### src/rtl/dmem_port_arbiter.sv
// Purpose: shares one data-memory port between the MEM stage (D) and fetch/debug reads (F), with D priority and a starvation guard for F.
// Latency: grant is combinational; read data returns registered one cycle after the grant.
// Backpressure: the losing requester holds its request; a granted misaligned D access gets d_err and no memory access.
module dmem_port_arbiter #(
    parameter int ADDR_W   = 6,
    parameter int DATA_W   = 32,
    parameter int MAX_WAIT = 3
) (
    input  logic              clk,
    input  logic              rst,
    input  logic              d_req,
    input  logic              d_we,
    input  logic [2:0]        d_f3,
    input  logic [ADDR_W-1:0] d_addr,
    input  logic [DATA_W-1:0] d_wdata,
    output logic              d_gnt,
    output logic              d_err,
    output logic              d_rvalid,
    output logic [DATA_W-1:0] d_rdata,
    input  logic              f_req,
    input  logic [ADDR_W-1:0] f_addr,
    output logic              f_gnt,
    output logic              f_rvalid,
    output logic [DATA_W-1:0] f_rdata,
    output logic              f_stall,
    output logic              mem_read,
    output logic              mem_write,
    output logic [2:0]        mem_f3,
    output logic [ADDR_W-1:0] mem_addr,
    output logic [DATA_W-1:0] mem_wdata,
    input  logic [DATA_W-1:0] mem_rdata
);

    localparam logic [2:0] F3_LH  = 3'b001;
    localparam logic [2:0] F3_LW  = 3'b010;
    localparam logic [2:0] F3_LHU = 3'b101;
    localparam logic [3:0] WAIT_MAX = 4'(MAX_WAIT);

    typedef enum logic [1:0] {
        IDLE = 2'd0,
        D_RD = 2'd1,
        F_RD = 2'd2
    } rsel_t;

    typedef struct packed {
        logic              rd;
        logic              wr;
        logic [2:0]        f3;
        logic [ADDR_W-1:0] addr;
        logic [DATA_W-1:0] wdata;
    } mem_cmd_t;

    rsel_t    rsel;
    rsel_t    rsel_nxt;
    mem_cmd_t cmd;
    logic [3:0] wait_cnt;
    logic f_win;
    logic d_win;
    logic misalign;
    logic d_load;

    // Store encodings SH/SW share funct3 with LH/LW, so one check covers both directions.
    assign misalign = d_req & ((((d_f3 == F3_LH) || (d_f3 == F3_LHU)) && d_addr[0]) ||
                               ((d_f3 == F3_LW) && (d_addr[1:0] != 2'b00)));

    assign f_win   = rst & f_req & (~d_req | (wait_cnt == WAIT_MAX));
    assign d_win   = rst & d_req & ~f_win;
    assign d_load  = d_win & ~misalign & ~d_we;

    assign d_gnt   = d_win;
    assign d_err   = d_win & misalign;
    assign f_gnt   = f_win;
    assign f_stall = f_req & ~f_win;

    always_comb begin
        cmd = '0;
        if (f_win) begin
            cmd.rd   = 1'b1;
            cmd.f3   = F3_LW;
            cmd.addr = {f_addr[ADDR_W-1:2], 2'b00};
        end else if (d_win && !misalign) begin
            cmd.rd   = ~d_we;
            cmd.wr   = d_we;
            cmd.f3   = d_f3;
            cmd.addr = d_addr;
            if (d_we) begin
                cmd.wdata = d_wdata;
            end
        end
    end

    assign mem_read  = cmd.rd;
    assign mem_write = cmd.wr;
    assign mem_f3    = cmd.f3;
    assign mem_addr  = cmd.addr;
    assign mem_wdata = cmd.wdata;

    always_comb begin
        rsel_nxt = IDLE;
        if (d_load) begin
            rsel_nxt = D_RD;
        end else if (f_win) begin
            rsel_nxt = F_RD;
        end
    end

    always_ff @(posedge clk or negedge rst) begin
        if (!rst) begin
            rsel     <= IDLE;
            wait_cnt <= 4'd0;
            d_rdata  <= '0;
            f_rdata  <= '0;
        end else begin
            rsel <= rsel_nxt;
            if (rsel_nxt == D_RD) begin
                d_rdata <= mem_rdata;
            end
            if (rsel_nxt == F_RD) begin
                f_rdata <= mem_rdata;
            end
            if (!f_req || f_win) begin
                wait_cnt <= 4'd0;
            end else if (wait_cnt != WAIT_MAX) begin
                wait_cnt <= wait_cnt + 4'd1;
            end
        end
    end

    assign d_rvalid = (rsel == D_RD);
    assign f_rvalid = (rsel == F_RD);

endmodule
### config.mk
export PLATFORM = sky130hd
export DESIGN_NAME = dmem_port_arbiter
export DESIGN_NICKNAME = d
export VERILOG_FILES = /design/src/rtl/dmem_port_arbiter.sv
export SDC_FILE = /design/constraint.sdc
export NUM_CORES = 1
export LEC_CHECK = 0
export ABC_AREA = 1
export CORE_ASPECT_RATIO = 1.1
export CORE_MARGIN = 2
export CORE_UTILIZATION = 34
export CTS_CLUSTER_DIAMETER = 30
export CTS_CLUSTER_SIZE = 24
export DETAILED_ROUTE_END_ITERATION = 7
export MAX_ROUTING_LAYER = met4
export PLACE_DENSITY_LB_ADDON = 0.12
export RECOVER_POWER = 25
export SLEW_MARGIN = 15
export SYNTH_ARGS = -nofsm -noshare
export SYNTH_HDL_FRONTEND = slang
export SYNTH_SLANG_ARGS = --single-unit
### constraint.sdc
create_clock -name clk -period 1.87 [get_ports clk]
set_clock_uncertainty 0.2 [all_clocks]
set_input_delay 0.374 -clock clk [delete_from_list [all_inputs] [get_ports clk]]
set_output_delay 0.374 -clock clk [all_outputs]
set_load 0.01 [all_outputs]
-- After elaboration in Yosys (flattened, before gate mapping)
Cells that the tools add are included.
- bits of input ports: 84
- register bits after elaboration: 70
- output and inout port bits: 113
- muxes and demuxes: 10
- reductions and logical operators: 10
- equal/unequal tests: 9
- add/sub/neg operators: 1
- bitwise gates (word level): 14
- operators by type and width (kind ; count):
    2-to-1 mux 32 bit ; 2
    2-to-1 mux 43 bit ; 1
    bitwise AND 1 bit ; 9
    2-to-1 mux 9 bit ; 1
    2-to-1 mux 4 bit ; 2
    adder 4 x 1 -> 4 bit, second input constant ; 1
    equality test 2 x 1 -> 1 bit, second input constant ; 2
    equality test 2 bit, second input constant ; 2
    equality test 4 x 2 -> 1 bit, second input constant ; 1
    2-to-1 mux 2 bit ; 2
    != test 4 x 2 -> 1 bit, second input constant ; 1
    NOT 1 bit ; 4
    nonzero test 2 bit ; 2
    equality test 3 x 1 -> 1 bit, second input constant ; 1
    equality test 3 x 2 -> 1 bit, second input constant ; 1
    equality test 3 bit, second input constant ; 1
    logical AND 1 bit ; 3
    logical OR 1 bit ; 3
    logical NOT 1 bit ; 2
    2-to-1 mux 1 bit ; 2
    bitwise OR 1 bit ; 1

-- Logic depth before layout (Yosys ltp)
Gate-level depths: netlist (run 1).
- word-level depth: 10
- depth in mapped cells: 9

-- Least setup slack after synthesis (run 1)
OpenSTA, ideal clock, no wires.
- path kind: flip-flop to output port
- start point: reg wait_cnt[0]
- end point: out mem_addr[0]
- stages on the path, launching flop included: 8
- path slack: -0.095 ns
- data arrival time: 1.391 ns
- path buffers: 1
- cell sequence: dfrtp_1 ha_1 nand2_2 nand2_2 a21oi_4 nand2_2 buf_2 nor2_1
- longest elaborated chain between the ends: 8
- RTL lines (what ; RTL line ; RTL):
    from (decl) ; 56 ; logic [3:0] wait_cnt;
    from (signal assigned) ; 124 ; wait_cnt <= wait_cnt + 4'd1;
    equality test 4 x 2 -> 1 bit (*) ; 66 ; assign f_win = rst & f_req & (~d_req | (wait_cnt == WAIT_MAX));
    bitwise OR 1 bit (*) ; 66 ;
    bitwise AND 1 bit (*) ; 66 ;
    NOT 1 bit ; 67 ; assign d_win = rst & d_req & ~f_win;
    bitwise AND 1 bit ; 67 ;
    logical AND 1 bit ; 81 ; end else if (d_win && !misalign) begin
    2-to-1 mux 43 bit ; 81 ;
    2-to-1 mux 9 bit (*) ; 77 ; if (f_win) begin
    to (decl) ; 29 ; output logic [ADDR_W-1:0] mem_addr,
Every way passes the cells marked *; elsewhere a longest branch is shown, timed or not.

-- Worst setup path after layout (run 1)
- start point: reg wait_cnt[0]
- end point: out mem_wdata[2]
- longest elaborated chain between the ends: 8
- RTL lines (what ; RTL line ; RTL):
    equality test 4 x 2 -> 1 bit (*) ; 66 ;
    bitwise OR 1 bit (*) ; 66 ;
    bitwise AND 1 bit (*) ; 66 ;
    NOT 1 bit ; 67 ;
    bitwise AND 1 bit ; 67 ;
    logical AND 1 bit ; 81 ;
    2-to-1 mux 43 bit ; 81 ;
    2-to-1 mux 32 bit (*) ; 77 ;
    to (decl) ; 30 ; output logic [DATA_W-1:0] mem_wdata,
Marked as above.

==> flow_summary.yaml, run 1 <==
pwr:
  power_w: 0.00487
  p_clk_share_pct: 25.1
  power_frac_comb_pct: 34.6
  p_per_area_nw_per_um2: 759
  p_sw_share_pct: 30.1
  vdd_drop_max_mv: 0.289
  p_int_w: 0.00341
  p_switching_w: 0.00146
  power_leakage_nw: 3.32
  seq_power_share_pct: 40.4
routing:
  wl_met1_um: 4490
  route.met3.wl_um: 1000
  wl_met2_um: 6570
  routedWlPerCell_um: 15.8
  drt_wl_total_um: 12200
  drtIter0Drc: 176
  routed_via_density: 4.76
  vias: 3673
  firstDrtPassIters: 4
  dr.max_layer_used: "met4"
  drc_errors: 0
  ant_nets: 0
sta:
  fmaxAchievable_ghz: 0.411
  final.period_utilization_pct: 130
  hold_viol_final: 0
  worst_slack_ns: -0.561
  worstMarginPinSlew_ns: 0.981
  setup_viol: 97
  slew_headroom_pct: 34.6
  min_period_ns: 2.43
  rsz0062_at_grt: "yes"
  slew_viol_final: 0
run_status:
  status: "finished, violations left"
  violations: "negative setup slack"
critical_path:
  slowest_delay_ns: 0.40
  arrival_ns: 1.86
  cp_max_fo: 7
  critical_path.slowest_cell: "dfrtp_1"
  path_delay_family: "buffers and inverters"
  path_class: "reg2out"
  cpMostUsedCell: "nand2_4"
  cp.required_ns: 1.30
  worstPathCellList: "ha_2, nand2_4, nand2_4, a21oi_4, buf_6, nand2_8, buf_12, nor2_2, buf_2"
  path_buf_inv: 3
  critPathLaunchType: "flop"
  end_kind: "output port"
job:
  max_cap_violations: 0
synth:
  syn_inst: 419
  ys_top_cells_by_area: "dfrtp_1, nand2_1, nand4_1, nor2_1, buf_6"
  synth_top_area_share_pct: 53.0
  ys_types: 22
  yosys.area.top_type: "dfrtp_1"
  synth.yosys.seq_area_share_pct: 53.0
  syn_avg_cell_area_sq_um: 7.89
  synth_area_sq_um: 3300
  ys_warn_count: 0
  synth-seq-cells: 70
  synth_nets: 504
min_path:
  min_path_type: "reg2reg"
global_routing:
  overflow: 0
  grt_pass1_vias: 3741
  grt_max_degree: 71
  grt_pass1_wl_um: 18700
  grt_usage_pct: 22.9
  antenna_found_initial: 0
clock_network:
  cts_made_buffers: 9
  insertion_delay_ns: 0.34
  numClockSinks: 70
  cts_root_buffer: "clkbuf_8"
  cts.reportedPaths.clkPinSlew_ns: 0.07
  cts_buffer_depth: 2
  htree_num_levels: 3
  cts_tree: "yes"
layout:
  n_fill_cell: 757
  layout_common_cells: "nand2_1, clkdlybuf4s50_1, dfrtp_1, buf_6, nand4_1"
  antenna_cells: 0
  final_nets: 734
  final_util_pct: 68.3
  final_common_cell: "nand2_1"
  area_delta_synth_final_pct: 94.2
  drive_gt1_share_pct: 29.4
die:
  start_util_pct: 35.2
  fp.dieW_um: 98.0
  core_sq_um: 9400
  die_area_sq_um: 10500
  row_count: 37
  io_pins: 197
  die_y_um: 107
place:
  dp_hpwl_um: 8350
  numPortBuffers: 194
  gp_congestion: 0.844
layer usage:
metal	track usage, %	vias to the layer above
li1	-	1770
met1	26.6	1739
met2	38.8	152
met3	5.58	12
met4	8.04	0
met5	-	-
logic make-up after synthesis:
| kind of cell | Yosys count | synth area share (%) |
|---|---|---|
| compound gates | 5 | 1.10 |
| xor+xnor | 2 | 0.530 |
| fa+ha+maj | 1 | 0.379 |
| buf+inv | 43 | 7.50 |
| flops | 70 | 53.0 |
| simple gates | 298 | 37.5 |
layout make-up:
cell class / count / area (sq um) / share of cell area [%]
Timing Repair Buffer: 248 / 2590 / 40.4
Sequential cell: 70 / 1750 / 27.3
Multi-Input combinational cell: 306 / 1680 / 26.1
Clock buffer: 12 / 155 / 2.42
Tap cell: 117 / 146 / 2.28
Inverter: 14 / 55.1 / 0.858
Clock inverter: 4 / 45.0 / 0.702
registers in the layout, indices dropped and copies added (netlist names):
register  count
f_rdata      32
rsel          2
d_rdata      32
wait_cnt      4
path summary, 6_finish.rpt:
path	from	end	slack [ns]	cells after the start
worst max-delay path	wait_cnt[0]	mem_wdata[2]	-0.56	9
worst min-delay path	d_rdata[7]	d_rdata[7]	0.27	2
worst max register to register	wait_cnt[0]	d_rdata[1]	-0.36	13
worst min register to register	d_rdata[7]	d_rdata[7]	0.27	2
max in group asynchronous	rst	f_rdata[30]	0.51	2
min in group asynchronous	rst	f_rdata[26]	0.30	2
repair_timing:
| item | in CTS | in global routing |
|---|---|---|
| resized for setup | 251 | 101 |
| hold buffers | 0 | 0 |
| pin swaps | 6 | 6 |
| gates cloned | 3 | 4 |
| setup buffers | 7 | 7 |
| endpoints found under the setup margin | 50 | 119 |
cell usage after synthesis, drive strengths merged:
| library cell | n |
|---|---|
| nor3 | 2 |
| ha | 1 |
| nand2 | 215 |
| or2 | 1 |
| o21ai | 2 |
| inv | 14 |
| xnor2 | 1 |
| buf | 24 |
| nand4 | 33 |
| dfrtp | 70 |
| nand3 | 6 |
| clkbuf | 5 |
| xor2 | 1 |
| a21oi | 3 |
| nor2 | 41 |
per-stage QoR:
stage | instance area, sq um | std cells | setup TNS, ns | hold WS, ns | setup slack (ns)
after global routing | 6420 | 771 | -42.01 | 0.276 | -0.638
after detailed placement | 5570 | 736 | -50.32 | 0.261 | -0.821
after floorplan | 3400 | 419 | -0.334 | -0.122 | -0.0144
after global placement | 5570 | 736 | -47.87 | 0.254 | -0.803
final | 6420 | 771 | -34.86 | 0.270 | -0.561
after CTS | 5880 | 761 | -23.79 | 0.118 | -0.552
power groups by stage:
stage	logic, W	registers (W)	clock network, W
3_3_place_gp	0.00154	0.00197	0
2_1_floorplan	0.000426	0.00210	0
4_1_cts	0.00161	0.00196	0.00125
6_report	0.00168	0.00197	0.00122
3_5_place_dp	0.00156	0.00198	0
5_1_grt	0.00182	0.00200	0.00133
worst register-to-register path, stage by stage, from the launching register on:
cell and delay [ns]:
dfrtp_1 0.40, ha_2 0.21, nand2_4 0.09, nand2_4 0.06, buf_4 0.14, buf_6 0.12
nand2_8 0.07, buf_6 0.12, nand4_4 0.11, buf_4 0.17, buf_4 0.14, clkbuf_16 0.18
nand2_1 0.06, nand2_1 0.06
Note: power is estimated with default switching activity, not from simulation.
==> run 2: changes to the inputs <==
- CORE_ASPECT_RATIO: 1.1 -> 1.5
==> run 2 against run 1 <==
  * The flow still finishes with violations (negative setup slack)
  * Clock power up 52%
  * Register-to-register slack improved by 0.14 ns
  * Sequential share of layout area rose by 1.7 points
  * Critical path type unchanged
  * Largest power group unchanged
  * Highest routed layer unchanged
==> flow_summary.yaml, run 2 (synthesis gave the netlist of run 1 again) <==
die:
  core_sq_um: 9580
  die_area_sq_um: 10500
  io_pins: 197
  die_y_um: 125
  fp.dieW_um: 84.5
  start_util_pct: 34.5
  row_count: 44
sta:
  hold_viol_final: 0
  slew_headroom_pct: 35.5
  min_period_ns: 2.39
  rsz0062_at_grt: "yes"
  fmaxAchievable_ghz: 0.418
  setup_tns_ns: -26.18
  worst_slack_ns: -0.522
  final.period_utilization_pct: 128
  setup_viol: 68
  worstMarginPinSlew_ns: 0.967
  slew_viol_final: 0
  hold-worst-slack_ns: 0.253
clock_network:
  cts_root_buffer: "clkbuf_16"
  htree_num_levels: 3
  cts.reportedPaths.clkPinSlew_ns: 0.06
  cts_made_buffers: 9
  cts_hold_buf: 0
  insertion_delay_ns: 0.33
  numClockSinks: 70
  cts_buffer_depth: 2
  cts_tree: "yes"
pwr:
  p_int_w: 0.00390
  p_sw_share_pct: 28.2
  seq_power_share_pct: 36.2
  p_clk_share_pct: 34.1
  vdd_drop_max_mv: 0.699
  p_per_area_nw_per_um2: 900
  power_frac_comb_pct: 29.7
  power_leakage_nw: 3.05
  p_switching_w: 0.00153
routing:
  ant_nets: 0
  firstDrtPassIters: 6
  drt_wl_total_um: 12100
  drtIter0Drc: 151
  routed_via_density: 4.75
  vias: 3629
  drc_errors: 0
  routedWlPerCell_um: 15.8
run_status:
  status: "finished, violations left"
  violations: "negative setup slack"
critical_path:
  r2r-start: "wait_cnt[0]"
  arrival_ns: 1.82
  path_class: "reg2out"
  end_kind: "output port"
  critPathLaunchType: "flop"
  crit_start: "wait_cnt[0]"
  cp_max_fo: 9
  cp.required_ns: 1.30
global_routing:
  grt_pass1_wl_um: 18200
  grt_usage_pct: 22.7
  antenna_found_initial: 0
  overflow: 0
  grt_pass1_vias: 3665
  grt_max_degree: 71
layout:
  n_fill_cell: 867
  antenna_cells: 0
  layout_common_cells: "nand2_1, clkdlybuf4s50_1, dfrtp_1, buf_2, nor2_2"
  drive_gt1_share_pct: 25.6
  final_common_cell: "nand2_1"
  reg_top3: "d_rdata: 32 flops, f_rdata: 32 flops, wait_cnt: 4 flops"
  final_nets: 729
  area_delta_synth_final_pct: 82.6
job:
  max_cap_violations: 0
place:
  numPortBuffers: 194
  dp_hpwl_um: 8300
  gp_congestion: 0.830
min_path:
  min_path_type: "in2async"
## run 2: stage by stage
| stage | cells | utilization, % | setup slack, ns | power (W) | instance area [sq um] |
|---|---|---|---|---|---|
| 6_report | 764 | 63.0 | -0.522 | 0.00543 | 6030 |
| 5_1_grt | 764 | 63.0 | -0.611 | 0.00568 | 6030 |
| 4_1_cts | 755 | 61.2 | -0.562 | 0.00544 | 5870 |
| 3_5_place_dp | 731 | 57.9 | -0.880 | 0.00355 | 5550 |
| 3_3_place_gp | 731 | 57.9 | -0.851 | 0.00352 | 5550 |
| 2_1_floorplan | 419 | - | -0.0144 | 0.00253 | 3400 |
## run 2: power by group through the flow
stage               sequential (W)  combinational (W)  clock [W]
finish                     0.00196            0.00161    0.00185
global route               0.00200            0.00174    0.00194
CTS                        0.00196            0.00160    0.00188
detailed placement         0.00198            0.00157          0
global placement           0.00197            0.00155          0
floorplan                  0.00210           0.000426          0
## run 2: critical path: stages, from the launching register on
cell     delay, ns
dfrtp_1       0.39
ha_2          0.20
nand2_2       0.07
nand2_2       0.08
a21oi_4       0.17
buf_6         0.14
nand2_8       0.08
buf_16        0.16
nor2_2        0.07
buf_2         0.13
## run 2: repair_timing
item / in CTS / in global routing
pin swaps: 3 / 4
hold endpoints to repair: 0 / 0
setup endpoints to repair: 84 / 103
buffers inserted: 6 / 7
resized for setup: 218 / 27
cloned: 2 / 3
## run 2: area by class of cell
| type | count | area (sq um) | area share, % |
|---|---|---|---|
| Clock inverter | 5 | 82.6 | 1.37 |
| Inverter | 14 | 57.6 | 0.954 |
| Multi-Input combinational cell | 306 | 1460 | 24.1 |
| Sequential cell | 70 | 1750 | 29.0 |
| Timing Repair Buffer | 243 | 2300 | 38.1 |
| Tap cell | 115 | 144 | 2.38 |
| Clock buffer | 11 | 243 | 4.02 |
## run 2: per-layer routing
metal	share of wire [%]	routed length (um)	global-route usage (%)	vias to the layer above
met4	2.9	355	9.34	0
met5	0	0	-	-
met3	5.2	628	4.04	22
met1	39	4760	24.6	1695
li1	-	-	-	1763
met2	52	6340	40.2	149
## run 2: final timing paths
kind / end / cells past startpoint / slack, ns
setup reg to reg: d_rdata[22] / 12 / -0.22
hold reg to reg: d_rdata[21] / 2 / 0.27
hold / removal: f_rdata[22] / 2 / 0.25
max in group asynchronous: wait_cnt[0] / 2 / 0.60
min in group clk: d_rdata[21] / 2 / 0.27
setup / recovery: mem_wdata[19] / 9 / -0.52
==> run 3: changes to the inputs <==
- SETUP_SLACK_MARGIN: unset -> 0.3
==> run 3 against run 2 <==
  * The run still ends with negative setup slack left
  * Clock power shrank 7%
  * Largest power group unchanged
  * Worst setup slack got worse by 0.090 ns
  * Die area did not move
  * Cell count increased by 4.8%
  * Final area is 21% higher
  * Register-to-register slack got worse by 0.12 ns
  * Critical endpoint is now mem_f3[1]
  * Critical path depth is 2 higher
  * Wire length rose by 17%
==> flow_summary.yaml, run 3 (synthesis gave the netlist of run 1 again) <==
run_status:
  status: "finished, violations left"
  violations: "negative setup slack"
place:
  dpl_cell_area_sq_um: 5650
  dp_hpwl_um: 8220
  gp_congestion: 0.813
  numPortBuffers: 194
  dp.cells: 731
pwr:
  p_per_area_nw_per_um2: 760
  p_sw_share_pct: 30.4
  power_leakage_nw: 3.60
  p_int_w: 0.00386
  p_switching_w: 0.00169
  vdd_drop_max_mv: 0.620
  p_clk_share_pct: 31.0
  power_frac_comb_pct: 33.0
  seq_power_share_pct: 36.0
  power_w: 0.00555
critical_path:
  slowest_delay_ns: 0.41
  end_kind: "output port"
  path_class: "reg2out"
  cp.required_ns: 1.30
  critical_path.slowest_cell: "dfrtp_1"
  cp_max_fo: 3
  cpMostUsedCell: "buf_6"
  path_buf_inv: 5
  path_delay_family: "buffers and inverters"
  arrival_ns: 1.91
  worstPathCellList: "ha_4, nand2_4, nand2_4, a21oi_4, buf_4, buf_6, buf_4, buf_6, nand3_1, nand2_1, buf_6"
  r2r_setup_slack_ns: -0.34
  critPathLaunchType: "flop"
layout:
  final_util_pct: 76.2
  area_delta_synth_final_pct: 121
  drive_gt1_share_pct: 42.7
  final_nets: 766
  post-route-cell-area_sq_um: 7300
  antenna_cells: 0
  final_common_cell: "nand2_1"
  layout_common_cells: "nand2_1, clkdlybuf4s50_1, dfrtp_1, nand2_2, clkdlybuf4s15_1"
  layoutNonFillerInstCount: 801
  n_fill_cell: 684
  reg_top3: "d_rdata: 32 flops, f_rdata: 32 flops, wait_cnt: 4 flops"
clock_network:
  cts_tree: "yes"
  htree_num_levels: 3
  cts_root_buffer: "clkbuf_16"
  numClockSinks: 70
  cts_hold_buf: 0
  cts_made_buffers: 9
  insertion_delay_ns: 0.34
  cts_buffer_depth: 2
  cts.reportedPaths.clkPinSlew_ns: 0.06
routing:
  routed_via_density: 4.95
  drc_errors: 0
  firstDrtPassIters: 4
  drtIter0Drc: 166
  ant_nets: 0
  vias: 3962
  routedWlPerCell_um: 17.6
  drt_wl_total_um: 14100
global_routing:
  grt_pass1_vias: 4046
  grt_usage_pct: 25.9
  grt_pass1_wl_um: 20700
  antenna_found_initial: 0
  overflow: 0
  grt_max_degree: 71
die:
  row_count: 44
  core_sq_um: 9580
  die_area_sq_um: 10500
  start_util_pct: 34.5
  fp.dieW_um: 84.5
  io_pins: 197
  die_y_um: 125
sta:
  hold_viol_final: 0
  setup_viol: 106
  min_period_ns: 2.48
  slew_viol_final: 0
  slew_headroom_pct: 36.2
  fmaxAchievable_ghz: 0.403
  worst_slack_ns: -0.612
  rsz0062_at_grt: "yes"
  final.period_utilization_pct: 133
  worstMarginPinSlew_ns: 0.958
  hold-worst-slack_ns: 0.170
job:
  max_cap_violations: 0
min_path:
  min_path_type: "in2async"
[run 3: cell count changes in the layout (fill, tap and decap cells not counted), sizes merged, moves of 4 or more]
cell | previous run | this run
clkdlybuf4s15 | 0 | 56
clkdlybuf4s50 | 141 | 78
buf | 92 | 126
bufbuf | 0 | 5
clkbuf | 16 | 24
dlygate4sd2 | 5 | 1
[run 3: repair_timing]
item / 4_1_cts / 5_1_grt
endpoints found under the setup margin: 183 / 133
pin swaps: 26 / 15
gates cloned: 14 / 3
setup buffers: 21 / 16
gates resized for setup: 414 / 138
[run 3: worst paths after layout]
| kind | start | cells after the start | end |
|---|---|---|---|
| min in group clk | f_rdata[14] | 2 | f_rdata[14] |
| hold reg to reg | f_rdata[14] | 2 | f_rdata[14] |
| max in group asynchronous | rst | 2 | f_rdata[10] |
| setup reg to reg | wait_cnt[1] | 14 | d_rdata[21] |
| hold / removal | rst | 2 | d_rdata[29] |
| setup / recovery | wait_cnt[1] | 11 | mem_f3[1] |
[run 3: metal layers]
layer  up-vias  track usage (%)  wire, um
met4         0             10.6       471
met5         -                -         0
met1      1910             27.8      4840
met2       178             46.3      7930
li1       1843                -         -
met3        31             4.44       848
[run 3: cell type report]
cell class | count | area (sq um) | area share [%]
flip-flops and latches | 70 | 1750 | 24.0
clock buffers | 11 | 243 | 3.33
repair buffers | 280 | 3180 | 43.5
clock inverters | 5 | 58.8 | 0.806
inverters | 14 | 57.6 | 0.789
well taps | 115 | 144 | 1.97
multi-input cells | 306 | 1860 | 25.6
[run 3: metrics by stage]
stage	worst slack (ns)	TNS, ns
after floorplan	-0.0254	-0.640
after global placement	-0.775	-52.53
after detailed placement	-0.778	-53.25
after CTS	-0.599	-31.24
after global routing	-0.674	-47.39
final	-0.612	-40.90
[run 3: worst register-to-register path, stage by stage, from the launching register on]
cell and delay, ns:
dfrtp_1 0.41, ha_4 0.18, nand2_4 0.08, nand2_4 0.06, buf_6 0.13, nand2_8 0.07, buf_12 0.10, buf_12 0.10
buf_6 0.09, nand4_4 0.09, buf_6 0.15, buf_12 0.14, clkbuf_16 0.17, nand2_1 0.06, nand2_1 0.06
[run 3: power groups by stage]
stage	clock network, W	registers (W)	logic [W]
after CTS	0.00172	0.00197	0.00166
after global placement	0	0.00198	0.00156
after detailed placement	0	0.00199	0.00157
final	0.00172	0.00200	0.00183
after global routing	0.00181	0.00203	0.00196
after floorplan	0	0.00210	0.000440
